**config.mk**
```make
export PLATFORM = sky130hd
export DESIGN_NAME = dmem_copy_engine
export DESIGN_NICKNAME = d
export VERILOG_FILES = /design/src/rtl/dmem_copy_engine.sv
export SDC_FILE = /design/constraint.sdc
export NUM_CORES = 1
export LEC_CHECK = 0
export CAP_MARGIN = 10
export CORE_ASPECT_RATIO = 0.9
export CORE_MARGIN = 4
export CORE_UTILIZATION = 50
export DETAILED_ROUTE_END_ITERATION = 8
export HOLD_SLACK_MARGIN = 0.06
export PLACE_DENSITY = 0.82
export SYNTH_ARGS = -nofsm -noshare
export SYNTH_HDL_FRONTEND = slang
export SYNTH_SLANG_ARGS = --single-unit
```
**constraint.sdc**
```tcl
create_clock -name clk -period 9.4 [get_ports clk]
set_input_delay 1.88 -clock clk [delete_from_list [all_inputs] [get_ports clk]]
set_output_delay 1.88 -clock clk [all_outputs]
set_load 0.005 [all_outputs]
```
**src/rtl/dmem_copy_engine.sv**
```systemverilog
// Data-memory block-copy engine: moves len words from src to dst, one RD/WR pair per word.
// Define DMA_FILL_EN to add fill mode (fill/fill_value ports), which writes a constant pattern.
module dmem_copy_engine #(
    parameter int DEPTH  = 128,
    parameter int WIDTH  = 32,
    parameter int ADDR_W = 7
) (
    input  logic              clk,
    input  logic              reset,
    input  logic              start,
    input  logic [ADDR_W-1:0] src,
    input  logic [ADDR_W-1:0] dst,
    input  logic [ADDR_W:0]   len,
`ifdef DMA_FILL_EN
    input  logic              fill,
    input  logic [WIDTH-1:0]  fill_value,
`endif
    output logic              busy,
    output logic              done,
    output logic              MemWrite,
    output logic [31:0]       MemAddr,
    output logic [WIDTH-1:0]  MemWData,
    input  logic [WIDTH-1:0]  MemRData
);

    typedef enum logic [1:0] {IDLE, RD, WR, DONE} state_t;

    state_t            state, state_nxt;
    logic [ADDR_W-1:0] src_q, src_nxt;
    logic [ADDR_W-1:0] dst_q, dst_nxt;
    logic [ADDR_W:0]   len_q, len_nxt, len_sat;
    logic [ADDR_W:0]   idx, idx_nxt;
    logic [WIDTH-1:0]  data_buf, buf_nxt;
    logic              fill_q, fill_nxt;
    logic [WIDTH-1:0]  fv_q, fv_nxt;
    logic [ADDR_W-1:0] addr_nxt;
    logic [WIDTH-1:0]  wdata_nxt;

    assign len_sat = (len > (ADDR_W+1)'(DEPTH)) ? (ADDR_W+1)'(DEPTH) : len;

    // NOTE: every variable gets a default first so no path through the case infers a latch.
    always_comb begin
        state_nxt = state;
        src_nxt   = src_q;
        dst_nxt   = dst_q;
        len_nxt   = len_q;
        idx_nxt   = idx;
        buf_nxt   = data_buf;
        fill_nxt  = fill_q;
        fv_nxt    = fv_q;

        case (state)
            IDLE: begin
                if (start) begin
                    src_nxt = src;
                    dst_nxt = dst;
                    len_nxt = len_sat;
                    idx_nxt = '0;
`ifdef DMA_FILL_EN
                    fill_nxt = fill;
                    fv_nxt   = fill_value;
`else
                    fill_nxt = 1'b0;
`endif
                    if (len_sat == '0)
                        state_nxt = DONE;
                    else if (fill_nxt)
                        state_nxt = WR;
                    else
                        state_nxt = RD;
                end
            end
            RD: begin
                buf_nxt   = MemRData;
                state_nxt = WR;
            end
            WR: begin
                idx_nxt = idx + (ADDR_W+1)'(1);
                if (idx_nxt == len_q)
                    state_nxt = DONE;
                else if (fill_q)
                    state_nxt = WR;
                else
                    state_nxt = RD;
            end
            DONE:    state_nxt = IDLE;
            default: state_nxt = IDLE;
        endcase

        // Outputs are registered from the next state so they line up with it (Moore).
        addr_nxt  = '0;
        wdata_nxt = '0;
        if (state_nxt == RD) begin
            addr_nxt = src_nxt + idx_nxt[ADDR_W-1:0];
        end else if (state_nxt == WR) begin
            addr_nxt  = dst_nxt + idx_nxt[ADDR_W-1:0];
            wdata_nxt = fill_nxt ? fv_nxt : buf_nxt;
        end
    end

    // NOTE: state is updated with non-blocking assignments so all registers see pre-edge values.
    always_ff @(posedge clk or posedge reset) begin
        if (reset) begin
            state    <= IDLE;
            src_q    <= '0;
            dst_q    <= '0;
            len_q    <= '0;
            idx      <= '0;
            data_buf <= '0;
            fill_q   <= 1'b0;
            fv_q     <= '0;
            busy     <= 1'b0;
            done     <= 1'b0;
            MemWrite <= 1'b0;
            MemAddr  <= '0;
            MemWData <= '0;
        end else begin
            state    <= state_nxt;
            src_q    <= src_nxt;
            dst_q    <= dst_nxt;
            len_q    <= len_nxt;
            idx      <= idx_nxt;
            data_buf <= buf_nxt;
            fill_q   <= fill_nxt;
            fv_q     <= fv_nxt;
            busy     <= (state_nxt == RD) || (state_nxt == WR);
            done     <= (state_nxt == DONE);
            MemWrite <= (state_nxt == WR);
            MemAddr  <= {{(32-ADDR_W){1'b0}}, addr_nxt};
            MemWData <= wdata_nxt;
        end
    end

endmodule

```
### After elaboration in Yosys (flattened, before gate mapping)

Cells that the tools add are included.

* order comparisons: 1
* add/subtract/negate cells: 3
* reductions and logical operators: 6
* equal/unequal tests: 8
* multiplexer cells: 20

Operator list (number)
* 2-to-1 mux 32 bit: 4
* 2-to-1 mux 7 bit: 6
* 2-to-1 mux 8 bit: 2
* one-hot mux 8 bit (2 select lines): 1
* adder 7 bit: 2
* adder 8 x 1 -> 8 bit, second input constant: 1
* equality test 2 bit, second input constant: 4
* equality test 8 bit: 1
* > comparator 8 bit, second input constant: 1
* zero test 8 bit: 1
* 2-to-1 mux 2 bit: 4
* one-hot mux 2 bit (4 select lines): 1
* equality test 2 x 1 -> 1 bit, second input constant: 2
* AND reduction 2 bit: 2
* zero test 2 bit: 1
* 2-to-1 mux 1 bit: 2
* != test 2 bit, second input constant: 1
* nonzero test 2 bit: 1
* logical OR 1 bit: 1

* input port bits: 57
* flip-flop bits (word level): 107

### Longest topological paths before layout

Gate-level depths: netlist of run 1.

* depth in word-level cells: 9
* depth in mapped cells: 14
* depth with buffers taken out: 11

### Worst setup path after synthesis of run 1

Ideal clock, no wire load.

* kind: input to register
* start point: input start
* end point: register MemAddr[6]
* stages on the path: 13
* slack: 4.887 ns
* library setup time: 0.123 ns
* arrival: 4.391 ns
* buffers on the path: 2
* cells stage by stage: or3b_4 > clkbuf_1 > clkbuf_1 > nand2_1 > nand2_1 > ha_1 > fa_1 > a21o_1 > a21oi_1 > o21bai_1 > maj3_2 > xnor2_1 > o2bb2ai_1

* elaborated cells between the ends (all ways): 14
* classes of those cells: add/sub (2); eq/ne (2); mux (10)

RTL lines
* start, declared: RTL line 10 `input logic start,`
* 2-to-1 mux 7 bit: RTL line 54 `if (start) begin`
* 2-to-1 mux 7 bit: RTL line 52 `case (state)`
* net src_nxt[0]: RTL line 29 `logic [ADDR_W-1:0] src_q, src_nxt;`
* adder 7 bit: RTL line 94 `addr_nxt = src_nxt + idx_nxt[ADDR_W-1:0];`
* 2-to-1 mux 7 bit: RTL line 93 `if (state_nxt == RD) begin`
* net addr_nxt[6]: RTL line 36 `logic [ADDR_W-1:0] addr_nxt;`
* end signal, assigned: RTL line 129 `MemAddr <= {{(32-ADDR_W){1'b0}}, addr_nxt};`
* end, declared: RTL line 21 `output logic [31:0] MemAddr,`

The timed path passes the listed nets, and every way through them passes these cells. The select of a mux whose other input is x is not followed.
A chain may end at the register's enable or synchronous reset.

### Final worst setup path of run 1

Ends and elaborated chain as after synthesis.

==> summary.md, run 1 <==
| Metric | Value |
|---|---|
| Die area | 11,260 sq um |
| DR WL/cell | 15.58 um |
| Worst min path class | flip-flop to flip-flop |
| Setup TNS | 0 ns |
| CP Cell Sequence | clkdlybuf4s50_1, or3b_4, nand2_1, nand2_1, ha_1, fa_1, a21o_1, a21oi_1, o21bai_1, maj3_2, xnor2_1, o2bb2ai_1 |
| Hold buffers post-CTS | 0 |
| Setup Buffers After CTS | 0 |
| Pleak | 2.882 nW |
| Layout Nets | 583 |
| IO Pins | 124 |
| CTS tree | built |
| Worst Path Required | 9.64 ns |
| Top cell type's share of synthesized area | 55.63% |
| Final period utilization | 49.14% |
| DRC | 0 |
| Count leader, synth | dfrtp_1 |
| Status | finished clean |
| All-Layer GR Usage | 18.26% |
| EDFF count, synth | 0 |
| Setup Skew | 0.01371 ns |
| Total CTS buffers | 9 |
| Core area | 9249 sq um |
| Cell area after synthesis | 4813 sq um |
| Clock sinks | 107 |
| RD Place Congestion | 0.9271 |
| Synth Warn # | 0 |
| Grt ovf | 0 |
| Critical Path AT | 4.86 ns |
| Slew headroom | 21.50% |
| Slowest stage delay, CP | 0.54 ns |
| Most frequent cells after synthesis | dfrtp_1, nand2_1, and3_1, mux2_2, buf_4 |
| Crit start category | primary input |
| Post-synth cell types | 48 |
| Die Wd | 111.4 um |
| Largest net degree at the start of global routing | 77 |
| Worst-Margin Slew | 1.172 ns |
| Total number of vias | 3,206 |
| Maximum clock rate | 216.5 MHz |
| First-pass GRT wire length | 16.48 mm |
| Synth area leader | dfrtp_1 |
| Worst skew pair latency | 0.36 ns |
| Syn avg cell area | 11.57 sq um |
| IO buf count | 98 |
| Ranking of synthesized cells by area | dfrtp_1, mux2_2, nand2_1 |
| First-pass DRT Iterations | 4 |
| Mapped Cells | 416 |
| P&R area growth vs syn | 24.82% |
| First DRT Iteration DRCs | 137 |
| Sequential area share after synthesis | 55.63% |
| Max Root-Sink Buffers | 2 |
| Fill count | 710 |
| Hpwl dp | 6.988 mm |
| Min Hold Slack | 0.4906 ns |
| Critical path class | primary input to flip-flop |
| Vias in the first global route | 3,350 |
| Max-Cap Viols | 0 |
| Ant diodes | 0 |
| # H-tree levels | 3 |
| Vias per cell | 5.041 |
| Initial Utilization | 52.04% |
| FP Rows | 33 |
| Post-CTS sizing | 0 |
| Fin. max-slew vios | 0 |
| Crit-path slowest cell | or3b_4 |
| RSZ-0062 raised after global routing | false |
| Final hold violation count | 0 |
| Clk slew on worst S/H paths | 0.10 ns |
| Root Driver | clkbuf_8 |
| Critical path peak fanout | 23 |
| Die height | 101.1 um |
| Setup Viol. Count Final | 0 |
| Antenna violations before repair | 0 |
| Max VDD drop | 0.0001246 V |
| Antenna viol nets, final | 0 |
| Top_reg_cell synth | dfrtp_1 |
| Final worst path period need | 4.619 ns |
| Cell mode on critical path | nand2_1 |
| Flops & latches, synth | 107 |
| CP endpoint kind | flip-flop |
| Asr flop ratio synth | 100.0% |
| Share of layout cells above drive strength 1 | 12.65% |
| Final WL | 9.909 mm |
| Pwr Density | 270.2 nW/um^2 |
-- routing by layer --
| layer | GRT usage (%) | up-vias | routed length (um) |
|---|---|---|---|
| li1 | - | 1535 | - |
| met1 | 22.99 | 1579 | 4326 |
| met2 | 31.94 | 80 | 4895 |
| met3 | 4.622 | 12 | 554 |
| met4 | 4.584 | 0 | 132 |
| met5 | 0 | - | 0 |
-- worst max-delay path: cells and delay by family --
kind | cells | cell delay [ns]
AND/OR/NAND/NOR | 3 | 0.73
AO/OA/AOI/OAI | 4 | 0.65
adder cells (fa/ha/maj) | 3 | 0.94
XOR/XNOR | 1 | 0.12
buffers and inverters | 1 | 0.53
-- area by class of cell --
type / instances / area, sq um / area share (%)
Sequential cell: 107 / 2678 / 44.56
Multi-Input combinational cell: 280 / 1944 / 32.36
Timing Repair Buffer: 100 / 996.0 / 16.58
Tap cell: 122 / 152.6 / 2.541
Clock buffer: 10 / 137.6 / 2.291
Clock inverter: 6 / 56.30 / 0.9371
Inverter: 11 / 43.79 / 0.7289
-- cells by family after synthesis --
family,count (synthesis),share of synthesized area (%)
and+or+nand+nor,136,14.40
adders and majority gates,18,4.965
xor gates and xnor gates,24,4.679
muxes,33,7.694
AOI/OAI and AO/OA,44,6.395
other,1,0.07791
buffers and inverters,53,6.161
DFF,107,55.63
-- worst paths after layout --
| kind | start | endpoint | slack, ns | cells after the start |
|---|---|---|---|---|
| max reg2reg | idx[2] | MemWData[31] | 5.63 | 9 |
| min reg2reg | dst_q[5] | dst_q[5] | 0.49 | 2 |
| min in group asynchronous | reset | data_buf[10] | 1.85 | 2 |
| max in group asynchronous | reset | MemWData[22] | 6.31 | 3 |
| max | start | MemAddr[6] | 4.78 | 12 |
| min | dst_q[5] | dst_q[5] | 0.49 | 2 |
-- through the flow --
step / area [sq um] / setup WS [ns] / std cells / utilization, % / power [mW]
after floorplan: 4903 / 4.703 / 440 / - / 1.153
after global placement: 5814 / 4.538 / 620 / 62.87 / 1.343
after detailed placement: 5814 / 4.428 / 620 / 62.87 / 1.369
after CTS: 6008 / 4.803 / 636 / 64.96 / 1.641
after global routing: 6008 / 4.690 / 636 / 64.96 / 1.757
final: 6008 / 4.781 / 636 / 64.96 / 1.624
-- flip-flops by register name, summed over array words and instances, names as in the netlist --
| signal | flops |
|---|---|
| MemAddr | 7 |
| MemWData | 32 |
| MemWrite | 1 |
| busy | 1 |
| data_buf | 32 |
| done | 1 |
| dst_q | 7 |
| fill_q | 1 |
| idx | 8 |
| len_q | 8 |
| src_q | 7 |
| state | 2 |
-- where the power goes --
group | switching [mW] | internal, mW | total, mW | leakage, nW
Combinational | 0.323 | 0.337 | 0.660 | 1.41
Sequential | 0.0674 | 0.626 | 0.693 | 1.38
Clock | 0.161 | 0.109 | 0.270 | 0.0969
Total | 0.551 | 1.07 | 1.62 | 2.88
-- layout by cell type, fill, tap and decap left out, drive strengths merged, types with 9 or more instances in the layout --
cell type	instances
dfrtp	107
conb	25
o21ai	15
xnor2	19
inv	14
a21oi	9
clkdlybuf4s50	98
clkbuf	10
ha	15
mux2	32
nand2	76
and3	32
Note: power is estimated with default switching activity, not from simulation.
==> inputs of run 2 (changes only) <==
--- a/config.mk
+++ b/config.mk
@@ -8,10 +8,10 @@
 export CAP_MARGIN = 10
 export CORE_ASPECT_RATIO = 0.9
 export CORE_MARGIN = 4
-export CORE_UTILIZATION = 50
+export CORE_UTILIZATION = 49
 export DETAILED_ROUTE_END_ITERATION = 8
 export HOLD_SLACK_MARGIN = 0.06
-export PLACE_DENSITY = 0.82
+export PLACE_DENSITY = 0.8
 export SYNTH_ARGS = -nofsm -noshare
 export SYNTH_HDL_FRONTEND = slang
 export SYNTH_SLANG_ARGS = --single-unit
==> constraint.sdc (replaced) <==
create_clock -name clk -period 4.5 [get_ports clk]
set_input_delay 0.9 -clock clk [delete_from_list [all_inputs] [get_ports clk]]
set_output_delay 0.9 -clock clk [all_outputs]
set_load 0.005 [all_outputs]
==> run 2 against run 1 <==
Against the previous run: sequential cell count did not move; worst setup slack worse by 3.9 ns; count of clock-buffer cells in the layout down 1; critical path depth unchanged; clock skew is 0.00067 ns lower; non-clock buffer count is 4 higher; critical path type unchanged; critical endpoint unchanged.
==> summary.md, run 2 (synthesis gave the netlist of run 1 again) <==
| Metric | Value |
|---|---|
| Largest net degree at the start of global routing | 61 (-21%) |
| FP Rows | 34 (+3.0%) |
| Setup Viol. Count Final | 0 (unchanged) |
| Vias in the first global route | 3,396 (+1.4%) |
| R2R Setup Slk | 1.26 ns (-4.37 ns) |
| Reg-to-Reg Start | idx[2] |
| Post-CTS sizing | 0 (unchanged) |
| Max VDD drop | 0.0002789 V (+120%) |
| Critical path peak fanout | 23 (unchanged) |
| Total number of vias | 3,291 (+2.7%) |
| RR Endpoint | MemWData[8] |
| Layout Nets | 587 (+0.69%) |
| Slew headroom | 33.78% (+12 points) |
| First-pass DRT Iterations | 5 (+1) |
| Max-Cap Viols | 0 (unchanged) |
| Hold Startpoint | dst_q[0] |
| Final worst path period need | 3.596 ns |
| Root Driver | clkbuf_8 |
| Die Wd | 112.5 um (+0.94%) |
| Final period utilization | 79.90% |
| Top flop regs | MemWData (32), data_buf (32) |
| Maximum clock rate | 278.1 MHz |
| Die area | 11,480 sq um (+1.9%) |
| Core area | 9614 sq um (+4.0%) |
| Final hold violation count | 0 (unchanged) |
| Critical path class | primary input to flip-flop |
| All-Layer GR Usage | 18.98% (+0.71 points) |
| Fin. max-slew vios | 0 (unchanged) |
| Initial Utilization | 50.07% (-2.0 points) |
| Ant diodes | 0 (unchanged) |
| Fill count | 772 (+8.7%) |
| Hold buffers post-CTS | 0 (unchanged) |
| Antenna violations before repair | 0 (unchanged) |
| Total CTS buffers | 9 (unchanged) |
| Worst skew pair latency | 0.37 ns (about the same) |
| Vias per cell | 5.118 (+1.5%) |
| Post-layout util | 63.30% (-1.7 points) |
| CP endpoint kind | flip-flop |
| Setup Skew | 0.01305 ns (-0.0006657 ns) |
| Most common cell after layout, fill and taps aside | dfrtp_1 |
| Pwr Density | 583.2 nW/um^2 (+120%) |
| Max Root-Sink Buffers | 2 (unchanged) |
| P&R area growth vs syn | 26.44% |
| Multi-input combinational cell area | 1944 sq um (unchanged) |
| Hold path depth | 2 (unchanged) |
| Grt ovf | 0 (unchanged) |
| Worst-Margin Slew | 0.9909 ns (-0.1813 ns) |
| Die height | 102.0 um (+0.93%) |
| Worst slack at placement | 0.5311 ns (-3.897 ns) |
| Min Hold Slack | 0.4926 ns (+0.002071 ns) |
| First-pass GRT wire length | 17.11 mm (+3.8%) |
| IO Pins | 124 (unchanged) |
| Share of layout cells above drive strength 1 | 13.15% (+0.51 points) |
| Worst min path class | flip-flop to flip-flop |
| Critical Path AT | 3.89 ns (-0.97 ns) |
| DRC | 0 (unchanged) |
| Pleak | 2.925 nW (+1.5%) |
| Setup Buffers After CTS | 0 (unchanged) |
| FF+latch area | 2678 sq um (unchanged) |
| Antenna viol nets, final | 0 (unchanged) |
| Clock sinks | 107 (unchanged) |
| # H-tree levels | 3 (unchanged) |
| DR WL/cell | 16.07 um (+3.1%) |
| RD Place Congestion | 0.8809 (-5.0%) |
| IO buf count | 98 (unchanged) |
| Setup TNS | 0 ns (unchanged) |
| Worst Hold Endpoint | dst_q[0] |
| Worst setup margin | 0.9043 ns (-3.876 ns) |
| Worst Path Required | 4.80 ns (-4.84 ns) |
| Status | finished clean |
| R2R depth | 10 (+1) |
| Final WL | 10.33 mm (+4.3%) |
| CTS tree | built |
| Most frequent cells in the layout | dfrtp_1, clkdlybuf4s50_1, nand2_1, mux2_2, and3_1 |
| First DRT Iteration DRCs | 185 (+35%) |
| Crit start category | primary input |
| RSZ-0062 raised after global routing | false |
| Clk slew on worst S/H paths | 0.10 ns (about the same) |
| Hpwl dp | 7.290 mm (+4.3%) |
-- run 2: cell types whose count changed in the layout (fill, tap and decap cells not counted), sizes merged --
cell	previous run	this run
buf	2	6
bufinv	0	3
inv	14	12
clkbuf	10	9
clkinvlp	1	0
-- run 2: power breakdown --
| group | internal, mW | switching (mW) |
|---|---|---|
| sequential | 1.31 | 0.143 |
| combinational | 0.720 | 0.687 |
| clock | 0.369 | 0.322 |
-- run 2: critical path, cell delays in order --
cell             delay [ns]
clkdlybuf4s50_1        0.53
or3b_4                 0.54
nand2_1                0.12
nand2_1                0.08
ha_1                   0.23
fa_1                   0.40
a21o_1                 0.17
a21oi_1                0.21
o21bai_1               0.09
maj3_2                 0.31
xnor2_1                0.17
o2bb2ai_1              0.13
-- run 2: cell type report --
type                            count  area share, %
Timing Repair Buffer              104          16.86
Clock inverter                      6          1.850
Inverter                           11         0.7196
Tap cell                          126          2.590
Clock buffer                        9          2.035
Sequential cell                   107          44.00
Multi-Input combinational cell    280          31.95
-- run 2: routing by layer --
layer / vias up / share of wire, % / GRT usage (%)
li1: 1547 / - / -
met3: 11 / 5.5 / 5.861
met2: 92 / 51 / 33.58
met1: 1641 / 42 / 23.14
met5: - / 0 / 0
met4: 0 / 1.2 / 4.251
-- run 2: worst max path at each step --
| stage | from | to | cells past startpoint |
|---|---|---|---|
| finish | start | MemAddr[6] | 12 |
| global route | start | MemAddr[6] | 12 |
| CTS | start | MemAddr[6] | 12 |
| detailed placement | start | MemAddr[6] | 12 |
| global placement | start | MemAddr[6] | 12 |
| floorplan | reset | MemAddr[0] | 1 |
-- run 2: per-stage QoR --
stage / area [sq um] / std cells / total power, mW
final: 6086 / 643 / 3.549
after global routing: 6086 / 643 / 3.816
after CTS: 6086 / 643 / 3.585
after detailed placement: 5849 / 628 / 2.885
after global placement: 5849 / 628 / 2.819
after floorplan: 4903 / 440 / 2.409
==> inputs of run 3 (changes only) <==
--- a/config.mk
+++ b/config.mk
@@ -8,10 +8,10 @@
 export CAP_MARGIN = 10
 export CORE_ASPECT_RATIO = 0.9
 export CORE_MARGIN = 4
-export CORE_UTILIZATION = 49
+export CORE_UTILIZATION = 44
 export DETAILED_ROUTE_END_ITERATION = 8
 export HOLD_SLACK_MARGIN = 0.06
-export PLACE_DENSITY = 0.8
+export PLACE_DENSITY = 0.76
 export SYNTH_ARGS = -nofsm -noshare
 export SYNTH_HDL_FRONTEND = slang
 export SYNTH_SLANG_ARGS = --single-unit
==> constraint.sdc (replaced) <==
create_clock -name clk -period 3.15 [get_ports clk]
set_input_delay 0.63 -clock clk [delete_from_list [all_inputs] [get_ports clk]]
set_output_delay 0.63 -clock clk [all_outputs]
set_load 0.005 [all_outputs]
==> run 3 against run 2 <==
Against the previous run: critical path depth down 2; die area up 10%; non-clock buffer count up 22; clock skew down 0.0064 ns; global-route usage down 1.3 points; via count up 2.0%.
==> summary.md, run 3 (synthesis gave the netlist of run 1 again) <==
| Metric | Value |
|---|---|
| Reg-to-Reg Start | idx[3] |
| First DRT Iteration DRCs | 181 (-2.2%) |
| Hpwl dp | 7.577 mm (+3.9%) |
| IO buf count | 98 (unchanged) |
| Count of non-filler cells in the finished layout | 669 (+4.0%) |
| Ant diodes | 0 (unchanged) |
| Die height | 107.2 um (+5.1%) |
| Min Hold Slack | 0.4840 ns (-0.008657 ns) |
| Die Wd | 118.3 um (+5.1%) |
| CP endpoint kind | flip-flop |
| Max Root-Sink Buffers | 2 (unchanged) |
| Setup Buffers After CTS | 0 (unchanged) |
| Vias in the first global route | 3,558 (+4.8%) |
| Clock sinks | 107 (unchanged) |
| Hold buffers post-CTS | 0 (unchanged) |
| DRC | 0 (unchanged) |
| Worst skew pair latency | 0.34 ns (-0.03 ns) |
| Worst min path class | flip-flop to flip-flop |
| RD Place Congestion | 0.8936 (+1.4%) |
| Max VDD drop | 0.0004536 V (+63%) |
| Final period utilization | 93.79% |
| Critical Path AT | 3.23 ns (-0.66 ns) |
| Core area | 10,470 sq um (+8.9%) |
| Most frequent cells in the layout | dfrtp_1, clkdlybuf4s50_1, nand2_1, mux2_2, and3_1 |
| CTS tree | built |
| Placed Cells incl. Taps | 653 (+4.0%) |
| Fin. max-slew vios | 0 (unchanged) |
| R2R depth | 10 (unchanged) |
| Critical path class | flip-flop to flip-flop |
| Grt ovf | 0 (unchanged) |
| Pleak | 3.064 nW (+4.8%) |
| First-pass DRT Iterations | 6 (+1) |
| Antenna violations before repair | 0 (unchanged) |
| Critical Path Start | idx[3] |
| P&R area growth vs syn | 31.58% |
| Post-layout util | 60.51% (-2.8 points) |
| RR Endpoint | MemWData[24] |
| Worst-Margin Slew | 0.6653 ns (-0.3256 ns) |
| Total CTS buffers | 9 (unchanged) |
| Most common cell after layout, fill and taps aside | dfrtp_1 |
| Total number of vias | 3,356 (+2.0%) |
| Slew headroom | 55.18% (+21 points) |
| Clk slew on worst S/H paths | 0.07 ns (-0.03 ns) |
| Setup TNS | 0 ns (unchanged) |
| Worst Setup EP | MemWData[24] |
| # H-tree levels | 3 (unchanged) |
| FP Rows | 35 (+2.9%) |
| Layout Nets | 609 (+3.7%) |
| Crit start category | flip-flop |
| Post-CTS sizing | 0 (unchanged) |
| Hold path depth | 2 (unchanged) |
| Pwr Density | 845.2 nW/um^2 (+45%) |
| Share of layout cells above drive strength 1 | 17.04% (+3.9 points) |
| Status | finished clean |
| Max-Cap Viols | 0 (unchanged) |
| IO Pins | 124 (unchanged) |
| Initial Utilization | 45.99% (-4.1 points) |
| Top flop regs | MemWData (32), data_buf (32) |
| First-pass GRT wire length | 17.75 mm (+3.7%) |
| Antenna viol nets, final | 0 (unchanged) |
| All-Layer GR Usage | 17.63% (-1.3 points) |
| RSZ-0062 raised after global routing | false |
| Setup Viol. Count Final | 0 (unchanged) |
| Vias per cell | 5.016 (-2.0%) |
| Root Driver | clkbuf_16 |
| Final worst path period need | 2.954 ns |
| Die area | 12,680 sq um (+10%) |
| DR WL/cell | 16.05 um (-0.13%) |
| Largest net degree at the start of global routing | 108 (+77%) |
| Worst Path Required | 3.42 ns (-1.38 ns) |
| Final hold violation count | 0 (unchanged) |
| Worst slack at placement | -0.3099 ns (-0.8410 ns) |
| Maximum clock rate | 338.5 MHz |
| Critical path peak fanout | 33 (+43%) |
| Worst setup margin | 0.1956 ns (-0.7088 ns) |
| R2R Setup Slk | 0.20 ns (-1.06 ns) |
| Final WL | 10.74 mm (+3.9%) |
| Setup Skew | 0.006641 ns (-0.006408 ns) |
-- run 3: cell count changes in the layout (fill, tap and decap cells not counted), sizes merged --
cell,before,now
clkinv,2,3
buf,6,28
clkbuf,9,12
dlymetal6s2s,0,1
inv,12,11
clkdlybuf4s50,98,97
bufinv,3,0
clkinvlp,0,1
-- run 3: worst min-delay path by stage --
stage                     slack [ns]          from      endpoint
final                           0.48      dst_q[5]      dst_q[5]
after global routing            0.50  data_buf[12]  data_buf[12]
after CTS                       0.49      dst_q[5]      dst_q[5]
after detailed placement        0.47      dst_q[5]      dst_q[5]
after global placement          0.46      dst_q[2]      dst_q[2]
after floorplan                 0.44      dst_q[2]      dst_q[2]
-- run 3: cell type report --
cell class,instances,area [sq um]
clock inverters,4,23.77
flip-flops and latches,107,2678
fillers,890,4133
well taps,129,161.4
clock buffers,12,256.5
inverters,11,45.04
repair buffers,126,1219
multi-input cells,280,1951
-- run 3: critical path, stage by stage (launching register included) --
cell	delay, ns
dfrtp_1	0.50
nand2_4	0.13
nor3_1	0.34
xor3_1	0.28
a2111o_1	0.42
a21o_1	0.20
and2_1	0.15
ha_1	0.28
nor2b_2	0.19
buf_12	0.19
and3_1	0.18
-- run 3: per-stage QoR --
step / cell area, sq um / total power, mW
after floorplan: 4921 / 3.454
after global placement: 6051 / 4.237
after detailed placement: 6051 / 4.324
after CTS: 6331 / 5.411
after global routing: 6334 / 5.748
final: 6334 / 5.353
-- run 3: layer usage --
metal	global-route usage, %	up-vias	wire length, um
met1	22.17	1657	4726
met5	0	-	0
met2	29.62	93	5174
met3	4.589	18	602
met4	6.192	0	232
li1	-	1588	-
-- run 3: power breakdown --
part | total [mW] | internal [mW] | leakage [nW] | switching, mW
sequential | 2.07 | 1.87 | 1.38 | 0.198
clock | 1.06 | 0.579 | 0.143 | 0.481
combinational | 2.22 | 1.18 | 1.55 | 1.04
total | 5.35 | 3.63 | 3.06 | 1.72
